==> config.mk <==
export PLATFORM = sky130hd
export DESIGN_NAME = prog_counter_flat
export DESIGN_NICKNAME = d
export VERILOG_FILES = /design/src/rtl/prog_counter_if.sv /design/src/rtl/prog_counter.sv /design/src/flat_wrapper.sv
export SDC_FILE = /design/constraint.sdc
export NUM_CORES = 1
export LEC_CHECK = 0
export CELL_PAD_IN_SITES_DETAIL_PLACEMENT = 0
export CELL_PAD_IN_SITES_GLOBAL_PLACEMENT = 1
export CORE_MARGIN = 2
export CORE_UTILIZATION = 30
export DETAILED_ROUTE_END_ITERATION = 16
export HOLD_SLACK_MARGIN = 0.15
export PLACE_DENSITY = 0.69
export SYNTH_ARGS = -nofsm -noshare
export SYNTH_HDL_FRONTEND = slang
export SYNTH_SLANG_ARGS = --single-unit
export TNS_END_PERCENT = 10
==> constraint.sdc <==
create_clock -name clk -period 5.8 [get_ports clk]
set_clock_uncertainty 0.2 [all_clocks]
set_input_delay 1.16 -clock clk [delete_from_list [all_inputs] [get_ports clk]]
set_output_delay 1.16 -clock clk [all_outputs]
set_load 0.01 [all_outputs]
==> src/rtl/prog_counter_if.sv <==
// prog_counter_if -- control/status bundle for prog_counter.
//   master : drives en, clr, load, load_val, dir, mode, limit, prescale,
//            cmp_val; observes count, tc, cmp_match, done, running.
//   slave  : the counter itself (mirror directions).
interface prog_counter_if #(
  parameter int unsigned WIDTH      = 8,
  parameter int unsigned PRESCALE_W = 4
);
  logic                  en;
  logic                  clr;
  logic                  load;
  logic [WIDTH-1:0]      load_val;
  logic                  dir;
  logic [1:0]            mode;
  logic [WIDTH-1:0]      limit;
  logic [PRESCALE_W-1:0] prescale;
  logic [WIDTH-1:0]      cmp_val;
  logic [WIDTH-1:0]      count;
  logic                  tc;
  logic                  cmp_match;
  logic                  done;
  logic                  running;

  modport master (
    output en, clr, load, load_val, dir, mode, limit, prescale, cmp_val,
    input  count, tc, cmp_match, done, running
  );

  modport slave (
    input  en, clr, load, load_val, dir, mode, limit, prescale, cmp_val,
    output count, tc, cmp_match, done, running
  );
endinterface

==> src/rtl/prog_counter.sv <==
// prog_counter -- prescaled up/down counter with wrap, saturate and
// one-shot terminal behaviour.
//   clk   : clock, rising edge
//   rst_n : asynchronous active-low reset
//   bus   : prog_counter_if.slave
//     en/clr/load/load_val : enable, sync clear, sync load (clr > load > tick)
//     dir (1=up), mode (00 wrap, 01 saturate, 10 one-shot, 11 wrap)
//     limit    : count range is [0, limit]
//     prescale : one tick per prescale+1 enabled cycles
//     cmp_val  : compare value for cmp_match
//     count, tc (registered terminal pulse), done (one-shot complete),
//     cmp_match = (count == cmp_val), running = en && !done
module prog_counter #(
  parameter int unsigned WIDTH      = 8,
  parameter int unsigned PRESCALE_W = 4
) (
  input logic           clk,
  input logic           rst_n,
  prog_counter_if.slave bus
);

  localparam logic [1:0] MODE_WRAP    = 2'b00;
  localparam logic [1:0] MODE_SAT     = 2'b01;
  localparam logic [1:0] MODE_ONESHOT = 2'b10;

  logic [WIDTH-1:0]      count_q, count_d;
  logic [PRESCALE_W-1:0] pc_q, pc_d;
  logic                  tc_q, tc_d;
  logic                  done_q, done_d;
  logic                  tick;
  logic                  terminal;

  always_comb begin
    tick     = bus.en && (pc_q == bus.prescale);
    terminal = bus.dir ? (count_q >= bus.limit) : (count_q == '0);
  end

  always_comb begin
    count_d = count_q;
    pc_d    = pc_q;
    tc_d    = 1'b0;
    done_d  = done_q;
    if (bus.clr) begin
      count_d = '0;
      pc_d    = '0;
      done_d  = 1'b0;
    end else if (bus.load) begin
      count_d = bus.load_val;
      pc_d    = '0;
      done_d  = 1'b0;
    end else begin
      if (bus.en) begin
        pc_d = tick ? '0 : pc_q + PRESCALE_W'(1);
      end
      // A completed one-shot freezes count and tc; the prescaler keeps running.
      if (tick && !done_q) begin
        if (!terminal) begin
          count_d = bus.dir ? count_q + WIDTH'(1) : count_q - WIDTH'(1);
        end else begin
          tc_d = 1'b1;
          case (bus.mode)
            MODE_SAT:     count_d = count_q;
            MODE_ONESHOT: done_d  = 1'b1;
            MODE_WRAP:    count_d = bus.dir ? '0 : bus.limit;
            default:      count_d = bus.dir ? '0 : bus.limit;
          endcase
        end
      end
    end
  end

  always_ff @(posedge clk or negedge rst_n) begin
    if (!rst_n) begin
      count_q <= '0;
      pc_q    <= '0;
      tc_q    <= 1'b0;
      done_q  <= 1'b0;
    end else begin
      count_q <= count_d;
      pc_q    <= pc_d;
      tc_q    <= tc_d;
      done_q  <= done_d;
    end
  end

  assign bus.count     = count_q;
  assign bus.tc        = tc_q;
  assign bus.done      = done_q;
  assign bus.cmp_match = (count_q == bus.cmp_val);
  assign bus.running   = bus.en && !done_q;

endmodule

==> src/flat_wrapper.sv <==
// flat-port wrapper written by rule: the top's interface ports become plain ports
module prog_counter_flat 
#(
  parameter int unsigned WIDTH      = 8,
  parameter int unsigned PRESCALE_W = 4
)
  (clk, rst_n, bus_en, bus_clr, bus_load, bus_load_val, bus_dir, bus_mode, bus_limit, bus_prescale, bus_cmp_val, bus_count, bus_tc, bus_cmp_match, bus_done, bus_running);
  prog_counter_if #(.WIDTH(WIDTH), .PRESCALE_W(PRESCALE_W)) bus_i ();
  input logic clk;
  input logic rst_n;
  input wire logic [$bits(bus_i.en)-1:0] bus_en;
  input wire logic [$bits(bus_i.clr)-1:0] bus_clr;
  input wire logic [$bits(bus_i.load)-1:0] bus_load;
  input wire logic [$bits(bus_i.load_val)-1:0] bus_load_val;
  input wire logic [$bits(bus_i.dir)-1:0] bus_dir;
  input wire logic [$bits(bus_i.mode)-1:0] bus_mode;
  input wire logic [$bits(bus_i.limit)-1:0] bus_limit;
  input wire logic [$bits(bus_i.prescale)-1:0] bus_prescale;
  input wire logic [$bits(bus_i.cmp_val)-1:0] bus_cmp_val;
  output wire logic [$bits(bus_i.count)-1:0] bus_count;
  output wire logic [$bits(bus_i.tc)-1:0] bus_tc;
  output wire logic [$bits(bus_i.cmp_match)-1:0] bus_cmp_match;
  output wire logic [$bits(bus_i.done)-1:0] bus_done;
  output wire logic [$bits(bus_i.running)-1:0] bus_running;
  assign bus_i.en = bus_en;
  assign bus_i.clr = bus_clr;
  assign bus_i.load = bus_load;
  assign bus_i.load_val = bus_load_val;
  assign bus_i.dir = bus_dir;
  assign bus_i.mode = bus_mode;
  assign bus_i.limit = bus_limit;
  assign bus_i.prescale = bus_prescale;
  assign bus_i.cmp_val = bus_cmp_val;
  assign bus_count = bus_i.count;
  assign bus_tc = bus_i.tc;
  assign bus_cmp_match = bus_i.cmp_match;
  assign bus_done = bus_i.done;
  assign bus_running = bus_i.running;
  prog_counter #(.WIDTH(WIDTH), .PRESCALE_W(PRESCALE_W)) u_core (.clk(clk), .rst_n(rst_n), .bus(bus_i));
endmodule
# After elaboration in Yosys (flattened, before gate mapping)
# Index checks and enable logic that the tools add are counted.
[word_totals] reg_bits=14 wordCells=46 in_bits=36
[op_classes] n_eq_ne=5 add_sub_neg=3 n_reduce_logical=12 magnitude_cmp=1 mux=21
[ops] operator="$mux W8" count=7
[ops] operator="$mux W4" count=4
[ops] operator="$reduce_bool A3 Y1" count=4
[ops] operator="$mux W1" count=10
[ops] operator="$add A8 B1 Y8 const B" count=1
[ops] operator="$eq A8 B8 Y1" count=1
[ops] operator="$ge A8 B8 Y1" count=1
[ops] operator="$logic_not A8 Y1" count=1
[ops] operator="$sub A8 B1 Y8 const B" count=1
[ops] operator="$add A4 B1 Y4 const B" count=1
[ops] operator="$eq A4 B4 Y1" count=1
[ops] operator="$ne A4 B4 Y1 const B" count=1
[ops] operator="$logic_and A1 B1 Y1" count=3
[ops] operator="$reduce_and A3 Y1" count=1
[ops] operator="$eq A2 B1 Y1 const B" count=1
[ops] operator="$eq A2 B2 Y1 const B" count=1
[ops] operator="$reduce_and A2 Y1" count=1
[ops] operator="$reduce_or A2 Y1" count=1
[ops] operator="$logic_not A1 Y1" count=1

# Logic depth before layout (Yosys ltp)
# Gate-level depths: netlist of the first run.
[depth] ltp_word=7 ltp_mapped=8 mapped_depth_nobuf=8

# Least setup slack after synthesis of the first run
# No wires, ideal clock.
[synth_path] path_kind="input -> register" from="input bus_limit[3]" to="register u_core.count_q[1], in the netlist u_core.bus.count[1]" cell_stages=7 t_required_ps=5490 setup_time_ps=110 slack_ps=2633 arrival_ps=2857 cell_sequence="inv_1 -> ha_1 -> or4_1 -> a221oi_2 -> nor3_4 -> o21a_1 -> o41ai_1"
[synth_via] elab_chain_len=6 word_cells_on_any_way=8 cone_classes="order compare (1); eq/ne (1); mux (5); reduce/logical (1)"
[synth_lines] item="from (decl)" line_no="flat_wrapper.sv:17" source="input wire logic [$bits(bus_i.limit)-1:0] bus_limit;"
[synth_lines] item="$ge A8 B8 Y1 (*)" line_no="prog_counter.sv:35" source="terminal = bus.dir ? (count_q >= bus.limit) : (count_q == '0);"
[synth_lines] item="$mux W1 (*)" line_no="prog_counter.sv:35"
[synth_lines] item="$mux W8" line_no="prog_counter.sv:57" source="if (!terminal) begin"
[synth_lines] item="$mux W8" line_no="prog_counter.sv:56" source="if (tick && !done_q) begin"
[synth_lines] item="$mux W8" line_no="prog_counter.sv:47" source="end else if (bus.load) begin"
[synth_lines] item="$mux W8" line_no="prog_counter.sv:43" source="if (bus.clr) begin"
[synth_lines] item="to (signal assigned)" line_no="prog_counter.sv:79" source="count_q <= count_d;"
[synth_lines] item="to (decl)" line_no="prog_counter.sv:26" source="logic [WIDTH-1:0] count_q, count_d;"
# Mark *: on every way between the ends. The rest lies on a longest branch, timed or not. The select of a mux whose other input is x is not followed.
# A chain may end at the register's enable or synchronous reset.

# Worst setup path after layout of the first run
[layout_path] from="input bus_en" to="output bus_running"
[layout_via] elab_chain_len=1
[layout_lines] item="from (decl)" line_no="flat_wrapper.sv:11" source="input wire logic [$bits(bus_i.en)-1:0] bus_en;"
[layout_lines] item="$logic_and A1 B1 Y1" line_no="prog_counter.sv:90" source="assign bus.running = bus.en && !done_q;"
[layout_lines] item="to (decl)" line_no="flat_wrapper.sv:24" source="output wire logic [$bits(bus_i.running)-1:0] bus_running;"
# Every way passes these cells.

==> flow_summary.ini, run 1 <==
[status]
outcome = completed

[critical_path]
path_max_fanout = 8
worstSetupStartpoint = bus_en
cp_common_cell = clkdlybuf4s50_1
critPathTopFamily = buffers and inverters
start_kind = primary input
cp_num_buf_inv = 2
crit_path_max_incr_delay_ns = 0.60
required_ns = 4.44
end_kind = output port
crit_type = primary input to output port
r2r_slack_ns = 2.94
cp_data_arrival_time_ns = 2.53
critPathSlowestCell = clkdlybuf4s50_1
reg2reg_from = u_core.bus.count[3]$_DFFE_PN0P_
crit_chain = clkdlybuf4s50_1 -> nor2b_1 -> clkdlybuf4s50_1

[routing]
dr.max_layer_used = met4
ant_nets = 0
met2_length_um = 2040
routedWlPerCell_um = 15.0
wl_met1_um = 2030
route.met3.wl_um = 245
drc = 0
vias_per_cell = 5.09
via_count = 1465
dr.pass1.iters = 5
wl_um = 4330
drtIter0Drc = 80

[power]
leakagePower_nw = 0.862
max-vdd-ir-drop_v = 0.000180
p_per_area_nw_per_um2 = 205
total_power_w = 0.000430

[synthesis]
synthAdderAreaFrac_pct = 14.7
synth.area.top_cells = dfrtp_1 23%, ha_1 13%, xnor2_1 8.2%
seq_area_frac_synth_pct = 23.3
synth_fp_nets = 227
netlist_area_sq_um = 1500
synthCells = 174
synth_simple_gate_area_share_pct = 18.6
synth_top_area_share_pct = 23.3
ys_ff_latch = 14
synth_compound_area_share_pct = 26.0
synthMuxAreaShare_pct = 2.16
synth-xor-area-share_pct = 9.33
syn_avg_cell_area_sq_um = 8.64
synth_top_family_by_area = compound AO/OA/AOI/OAI gates
yosys.area.top_type = dfrtp_1
yosysWarnings = 0
ys_types = 47

[floorplanning]
fp.coreArea_sq_um = 4790
die_w_um = 74.8
rows = 25
fp.dieArea_sq_um = 5590
die_h_um = 74.8
start_util_pct = 31.4
io_pins = 48

[timing]
finalSetupViolations = 0
hold_viol_final = 0
fmax_ghz = 0.257
period_minus_slack_ns = 3.89
period_share_pct = 67.1
tns_ns = 0
slew_violations = 0
tightest_slew_ns = 0.659
rsz0062_at_grt = false
hold_slack_ns = 0.351
max_slew_margin_pct = 55.9

[clock_network]
worstSkewPairLatency_ns = 0.24
clock_sinks = 14
post_cts_resize_count = 0
cts_setup_buffers = 0
cts_max_level = 1
numCtsBuffers = 3
clk_pin_slew_ns = 0.06
cts_root_buf = clkbuf_8
postCtsHoldBufs = 0
cts_tree = built
cts_max_path_buffers = 2

[final_layout]
stdcell_area_sq_um = 2100
drive_gt1_share_pct = 5.43
diodes = 0
nets = 275
fin_cells = 288
area_growth_pct = 39.6
nFillCells = 489

[global_route]
grt_pass1_wl_um = 6760
grt_max_degree = 19
grt_pass1_vias = 1389
overflow = 0
grt_use_total_pct = 16.0
grt_antenna_before_repair = 0

[place]
io_buffers = 47
dpl_cell_area_sq_um = 2040
gp_congestion = 0.791
placedCellCount = 284
hpwl_um = 3490

[hold_path]
hold_start = u_core.bus.done$_DFFE_PN0P_
hp-class = register to register

[flow_run]
maxCapViolCount = 0
==> cells in the mapped netlist (all sizes together) <==
master,instances
inv,19
ha,16
dfrtp,14
xnor2,14
a21oi,12
nor2,9
o21ai,8
a221oi,7
nand2,7
nor2b,7
nor3,6
o211ai,6
o21a,5
clkbuf,4
nand3,4
o41ai,4
nand4,3
a21o,2
mux2,2
nor4,2
o2111ai,2
o31a,2
or2,2
or3,2
or4,2
xor2,2
a221o,1
a2bb2oi,1
a41oi,1
clkinv,1
fa,1
mux2i,1
nand2b,1
nor3b,1
o21bai,1
o221ai,1
o31ai,1
==> path summary, 6_finish.rpt <==
check,end,depth (start not counted)
worst max register to register,u_core.bus.count[5]$_DFFE_PN0P_,6
worst max-delay path,bus_running,3
min in group asynchronous,u_core.pc_q[3]$_DFFE_PN0P_,1
worst min register to register,u_core.bus.done$_DFFE_PN0P_,2
worst min-delay path,u_core.bus.done$_DFFE_PN0P_,2
max in group asynchronous,u_core.bus.count[6]$_DFFE_PN0P_,1
==> where the power goes <==
part	switching (W)	internal, W
logic	0.0000993	0.000106
clock network	0.0000347	0.0000601
registers	0.0000232	0.000107
==> tightest hold or removal path, delay by kind of cell (launching register included) <==
kind            cells  cell delay [ns]
compound gates      1             0.06
simple gates        1             0.08
flops               1             0.38
==> sequential cells by signal, indices dropped and copies added (netlist names) <==
signal and count:
u_core.bus.count 8, u_core.bus.done 1, u_core.bus.tc 1, u_core.pc_q 4
==> placed cells by master (no fill, tap or decap), types with 5 or more instances in the layout <==
cell and count:
clkdlybuf4s50_1 47, inv_1 19, ha_1 16, xnor2_1 14
dfrtp_1 14, a21oi_1 12, nor2_1 7, nor2b_1 7
nand2_1 7, a221oi_1 6, o211ai_1 6, o21ai_0 5
nor3_1 5, o21a_1 5
==> metrics by stage <==
stage | utilization, % | setup WS [ns]
2_1_floorplan | - | 2.63
3_3_place_gp | 42.7 | 1.89
3_5_place_dp | 42.7 | 1.86
4_1_cts | 43.8 | 1.89
5_1_grt | 43.8 | 1.82
6_report | 43.8 | 1.91
==> logic make-up (layout without fill, tap and decap cells) <==
family / count (synthesis) / count (layout)
buffers and inverters: 24 / 71
xor gates and xnor gates: 16 / 16
muxes: 3 / 3
adders and majority gates: 17 / 17
AOI/OAI and AO/OA: 54 / 54
and+or+nand+nor: 46 / 46
DFF: 14 / 14
==> metal layers <==
metal  up-vias  GRT usage (%)
met4         0           1.79
met2        49           26.4
met5         -              0
met3         2           2.95
met1       669           22.7
li1        745              -
==> area by class of cell <==
cell class | instances | area (sq um) | share of cell area [%]
Clock buffer | 4 | 55.1 | 2.63
Timing Repair Buffer | 47 | 470 | 22.4
Sequential cell | 14 | 350 | 16.7
Inverter | 20 | 75.1 | 3.58
Multi-Input combinational cell | 136 | 1060 | 50.7
Tap cell | 67 | 83.8 | 4.00
Power figures use the tool's default switching activity.
==> inputs of run 2 (changes only) <==
--- a/config.mk
+++ b/config.mk
@@ -11,7 +11,7 @@
 export CORE_UTILIZATION = 30
 export DETAILED_ROUTE_END_ITERATION = 16
 export HOLD_SLACK_MARGIN = 0.15
-export PLACE_DENSITY = 0.69
+export PLACE_DENSITY = 0.72
 export SYNTH_ARGS = -nofsm -noshare
 export SYNTH_HDL_FRONTEND = slang
 export SYNTH_SLANG_ARGS = --single-unit
==> constraint.sdc (replaced) <==
create_clock -name clk -period 3.3 [get_ports clk]
set_clock_uncertainty 0.2 [all_clocks]
set_input_delay 0.66 -clock clk [delete_from_list [all_inputs] [get_ports clk]]
set_output_delay 0.66 -clock clk [all_outputs]
set_load 0.01 [all_outputs]
==> run 2 against run 1 <==
Global-route usage grew 0.25 points. Critical path type is now primary input to register. Count of clock-buffer cells in the layout is the same. Sequential share of layout area shrank 0.35 points. Largest power group unchanged. Largest cell class unchanged. Routed wire length grew 0.55%. Critical path depth grew 6.
==> flow_summary.ini, run 2 (synthesis gave the netlist of run 1 again) <==
[timing]
period_share_pct = 91.6
hold_viol_final = 0
tns_ns = 0
rsz0062_at_grt = false
fmax_ghz = 0.331
finalSetupViolations = 0
tightest_slew_ns = 0.646
slew_violations = 0
period_minus_slack_ns = 3.02
max_slew_margin_pct = 56.8

[final_layout]
final_util_pct = 44.8
layout_common_cells = 47 x clkdlybuf4s50_1, 19 x inv_1, 16 x ha_1, 14 x xnor2_1, 14 x dfrtp_1
stdcell_area_sq_um = 2140
area_growth_pct = 42.5
largest_reg_flops = 8
nFillCells = 495
drive_gt1_share_pct = 7.93
diodes = 0
layout_commonest_cell = clkdlybuf4s50_1
nets = 281
fin_cells = 294

[routing]
ant_nets = 0
wl_um = 4350
drc = 0
drtIter0Drc = 91
routedWlPerCell_um = 14.8
dr.pass1.iters = 4
via_count = 1510
vias_per_cell = 5.14

[floorplanning]
die_h_um = 74.8
fp.coreArea_sq_um = 4790
start_util_pct = 31.4
rows = 25
fp.dieArea_sq_um = 5590
io_pins = 48
die_w_um = 74.8

[clock_network]
post_cts_resize_count = 0
postCtsHoldBufs = 0
cts_tree = built
cts_max_path_buffers = 2
clk_pin_slew_ns = 0.06
clock_sinks = 14
numCtsBuffers = 3
cts_setup_buffers = 0
cts_root_buf = clkbuf_8
cts_max_level = 1
worstSkewPairLatency_ns = 0.24

[global_route]
grt_antenna_before_repair = 0
grt_max_degree = 15
grt_pass1_wl_um = 6900
overflow = 0
grt_use_total_pct = 16.2
grt_pass1_vias = 1373

[power]
total_power_w = 0.000762
pwr-share-clk_pct = 21.9
leakagePower_nw = 0.891
power.internal_w = 0.000486
p_sw_w = 0.000276
p_per_area_nw_per_um2 = 356
p_seq_share_pct = 29.6
max-vdd-ir-drop_v = 0.000219
power_frac_comb_pct = 48.4
netSwitchingFraction_pct = 36.2

[place]
hpwl_um = 3500
dpl_cell_area_sq_um = 2090
gp_congestion = 0.953
placedCellCount = 290
io_buffers = 47

[critical_path]
critical_path_depth = 9
critPathTopFamily = compound AO/OA/AOI/OAI gates
ff2ff_path_depth = 7
crit_chain = clkdlybuf4s50_1 -> inv_1 -> ha_1 -> or4_1 -> a221oi_2 -> buf_4 -> nor3_4 -> o21a_1 -> o41ai_1
crit_type = primary input to register
path_max_fanout = 7
start_kind = primary input
critPathSlowestCell = clkdlybuf4s50_1
required_ns = 3.23
cp_num_buf_inv = 3
crit_path_max_incr_delay_ns = 0.50
cp_data_arrival_time_ns = 2.96
end_kind = register

[flow_run]
maxCapViolCount = 0

[hold_path]
hp-class = register to register
hold_depth = 2

[status]
outcome = completed
## run 2: cell types whose count changed in the layout (fill, tap and decap cells not counted)
cell / change
buf_4: +6
## run 2: routing by layer
metal	track usage (%)	vias to the layer above	part of all wire [%]
met3	2.95	6	5.7
met5	0	-	0
li1	-	751	-
met1	24.5	709	52
met2	24.4	44	42
met4	2.98	0	0.69
## run 2: power groups by stage
stage                     logic (W)  clock network (W)  registers (W)
after floorplan            0.000222                  0       0.000223
after global placement     0.000366                  0       0.000232
after detailed placement   0.000367                  0       0.000231
after CTS                  0.000369           0.000172       0.000228
after global routing       0.000408           0.000180       0.000230
final                      0.000369           0.000167       0.000226
## run 2: worst min-delay path: stages, from the launching register on
cell     delay, ns
dfrtp_1       0.37
a41oi_1       0.05
nor2_1        0.08
## run 2: final cells by class
type,instances,area [sq um],share of cell area [%]
Inverter,20,75.1,3.50
Clock buffer,4,55.1,2.57
Multi-Input combinational cell,136,1060,49.6
Timing Repair Buffer,53,515,24.1
Tap cell,67,83.8,3.91
Sequential cell,14,350,16.4
## run 2: final timing paths
check,start,to,slack (ns)
worst min register to register,u_core.bus.done$_DFFE_PN0P_,u_core.bus.done$_DFFE_PN0P_,0.34
max in group asynchronous,rst_n,u_core.bus.count[6]$_DFFE_PN0P_,1.87
worst max register to register,u_core.bus.count[3]$_DFFE_PN0P_,u_core.bus.count[1]$_DFFE_PN0P_,0.69
min in group asynchronous,rst_n,u_core.pc_q[1]$_DFFE_PN0P_,0.61
worst min-delay path,u_core.bus.done$_DFFE_PN0P_,u_core.bus.done$_DFFE_PN0P_,0.34
worst max-delay path,bus_limit[7],u_core.bus.count[1]$_DFFE_PN0P_,0.28
## run 2: through the flow
step	worst slack (ns)	hold slack [ns]
floorplan	0.633	0.164
global placement	0.0328	0.329
detailed placement	0.0430	0.331
CTS	0.293	0.346
global route	0.0876	0.407
finish	0.277	0.339
==> inputs of run 3 (changes only) <==
--- a/config.mk
+++ b/config.mk
@@ -5,6 +5,7 @@
 export SDC_FILE = /design/constraint.sdc
 export NUM_CORES = 1
 export LEC_CHECK = 0
+export ABC_CLOCK_PERIOD_IN_PS = 3300
 export CELL_PAD_IN_SITES_DETAIL_PLACEMENT = 0
 export CELL_PAD_IN_SITES_GLOBAL_PLACEMENT = 1
 export CORE_MARGIN = 2
@@ -12,6 +13,7 @@
 export DETAILED_ROUTE_END_ITERATION = 16
 export HOLD_SLACK_MARGIN = 0.15
 export PLACE_DENSITY = 0.72
+export SETUP_SLACK_MARGIN = 0.4
 export SYNTH_ARGS = -nofsm -noshare
 export SYNTH_HDL_FRONTEND = slang
 export SYNTH_SLANG_ARGS = --single-unit
==> run 3 against run 2 <==
Critical path depth decreased by 4. Hold slack about the same. Total power increased by 7.1%. Clock power about the same. Worst setup slack improved by 0.17 ns. Register-to-register slack improved by 0.04 ns. Cell area increased by 8.4%. Sequential share of layout area decreased by 1.3 points. Combinational power increased by 14%. Routed wire length increased by 3.3%. Utilization increased by 3.7 points. Sequential cell count unchanged.
==> flow_summary.ini, run 3 (synthesis gave the netlist of run 1 again) <==
[status]
outcome = completed

[critical_path]
worstSetupStartpoint = bus_cmp_val[2]
end_kind = output port
reg2reg_from = u_core.bus.count[4]$_DFFE_PN0P_
r2r_slack_ns = 0.73
critPathCapture = bus_cmp_match
critical_path_depth = 5
crit_type = primary input to output port
start_kind = primary input
cp_num_buf_inv = 2
required_ns = 2.44
regToRegEndpoint = u_core.bus.count[4]$_DFFE_PN0P_
cp_data_arrival_time_ns = 1.99
crit_path_max_incr_delay_ns = 0.53
crit_chain = clkdlybuf4s50_1 -> xnor2_1 -> nand4_1 -> nor2_1 -> clkdlybuf4s50_1
path_max_fanout = 1
cp_common_cell = clkdlybuf4s50_1
critPathTopFamily = buffers and inverters
critPathSlowestCell = clkdlybuf4s50_1
ff2ff_path_depth = 7

[place]
gp_congestion = 0.953
dpl_cell_area_sq_um = 2090
hpwl_um = 3500
io_buffers = 47
pre_cts_slack_ns = 0.0430

[global_route]
grt_max_degree = 15
grt_use_total_pct = 16.8
grt_pass1_vias = 1441
overflow = 0
grt_antenna_before_repair = 0
grt_pass1_wl_um = 7120

[final_layout]
stdcell_area_sq_um = 2320
largest_reg_flops = 8
nFillCells = 474
drive_gt1_share_pct = 16.8
area_growth_pct = 54.5
layout_common_cells = 42 x clkdlybuf4s50_1, 18 x inv_1, 14 x xnor2_1, 14 x dfrtp_1, 12 x ha_1
layout_commonest_cell = clkdlybuf4s50_1
final_util_pct = 48.5
diodes = 0
nets = 286

[routing]
dr.pass1.iters = 4
wl_um = 4490
drc = 0
drtIter0Drc = 75
routedWlPerCell_um = 15.0
vias_per_cell = 5.15
ant_nets = 0
via_count = 1541

[floorplanning]
die_w_um = 74.8
rows = 25
io_pins = 48
fp.coreArea_sq_um = 4790
die_h_um = 74.8
start_util_pct = 31.4
fp.dieArea_sq_um = 5590

[clock_network]
cts_max_path_buffers = 2
cts_max_level = 1
numCtsBuffers = 3
worstSkewPairLatency_ns = 0.24
postCtsHoldBufs = 0
cts_tree = built
clk_pin_slew_ns = 0.06
clock_sinks = 14
cts_root_buf = clkbuf_8

[timing]
max_slew_margin_pct = 57.0
rsz0062_at_grt = true
tightest_slew_ns = 0.642
setup_ws_ns = 0.449
period_share_pct = 86.4
hold_viol_final = 0
fmax_ghz = 0.351
period_minus_slack_ns = 2.85
slew_violations = 0
finalSetupViolations = 0
tns_ns = 0

[power]
leakagePower_nw = 0.971
max-vdd-ir-drop_v = 0.000221
p_per_area_nw_per_um2 = 352

[flow_run]
maxCapViolCount = 0

[hold_path]
hp-class = register to register
hold_depth = 2
-- run 3: worst min-delay path by stage --
| stage | startpoint | to | slack, ns |
|---|---|---|---|
| 3_3_place_gp | u_core.bus.done$_DFFE_PN0P_ | u_core.bus.done$_DFFE_PN0P_ | 0.33 |
| 2_1_floorplan | rst_n | u_core.bus.count[0]$_DFFE_PN0P_ | 0.16 |
| 3_5_place_dp | u_core.bus.done$_DFFE_PN0P_ | u_core.bus.done$_DFFE_PN0P_ | 0.33 |
| 4_1_cts | u_core.bus.done$_DFFE_PN0P_ | u_core.bus.done$_DFFE_PN0P_ | 0.35 |
| 6_report | u_core.bus.done$_DFFE_PN0P_ | u_core.bus.done$_DFFE_PN0P_ | 0.34 |
| 5_1_grt | u_core.bus.done$_DFFE_PN0P_ | u_core.bus.done$_DFFE_PN0P_ | 0.41 |
-- run 3: cell type report --
class                           instances  area, sq um  area share [%]
Multi-Input combinational cell        136         1190            51.3
Tap cell                               67         83.8            3.61
Inverter                               20         78.8            3.40
Timing Repair Buffer                   58          562            24.2
Sequential cell                        14          350            15.1
Clock buffer                            4         55.1            2.37
-- run 3: per-layer routing --
metal,GRT usage (%),routed length [um],vias to the layer above
met5,0,0,-
met1,24.7,2110,719
met2,25.4,2000,56
li1,-,-,762
met3,3.21,343,4
met4,3.97,40,0
-- run 3: worst register-to-register path, stage by stage, from the launching register on --
cell and delay, ns:
dfrtp_1 0.49, ha_1 0.26, or4_4 0.51, a221oi_2 0.18, buf_4 0.19, nor3_4 0.07
o21a_4 0.24, o41ai_4 0.33
-- run 3: what timing repair did --
action / in CTS / in global routing
buffers inserted: 2 / 3
pin swaps: 4 / 4
gates resized for setup: 12 / 14
endpoints found under the setup margin: 6 / 9
-- run 3: per-stage QoR --
| step | instances | power (W) | hold slack [ns] |
|---|---|---|---|
| 2_1_floorplan | 174 | 0.000445 | 0.164 |
| 3_3_place_gp | 290 | 0.000597 | 0.329 |
| 3_5_place_dp | 290 | 0.000598 | 0.331 |
| 4_1_cts | 296 | 0.000788 | 0.346 |
| 5_1_grt | 299 | 0.000878 | 0.407 |
| 6_report | 299 | 0.000817 | 0.339 |
-- run 3: where the power goes --
group          switching, W  leakage (nW)  internal (W)  total (W)
combinational      0.000195         0.757      0.000226   0.000421
sequential        0.0000416         0.185      0.000188   0.000229
clock             0.0000610        0.0288      0.000106   0.000167
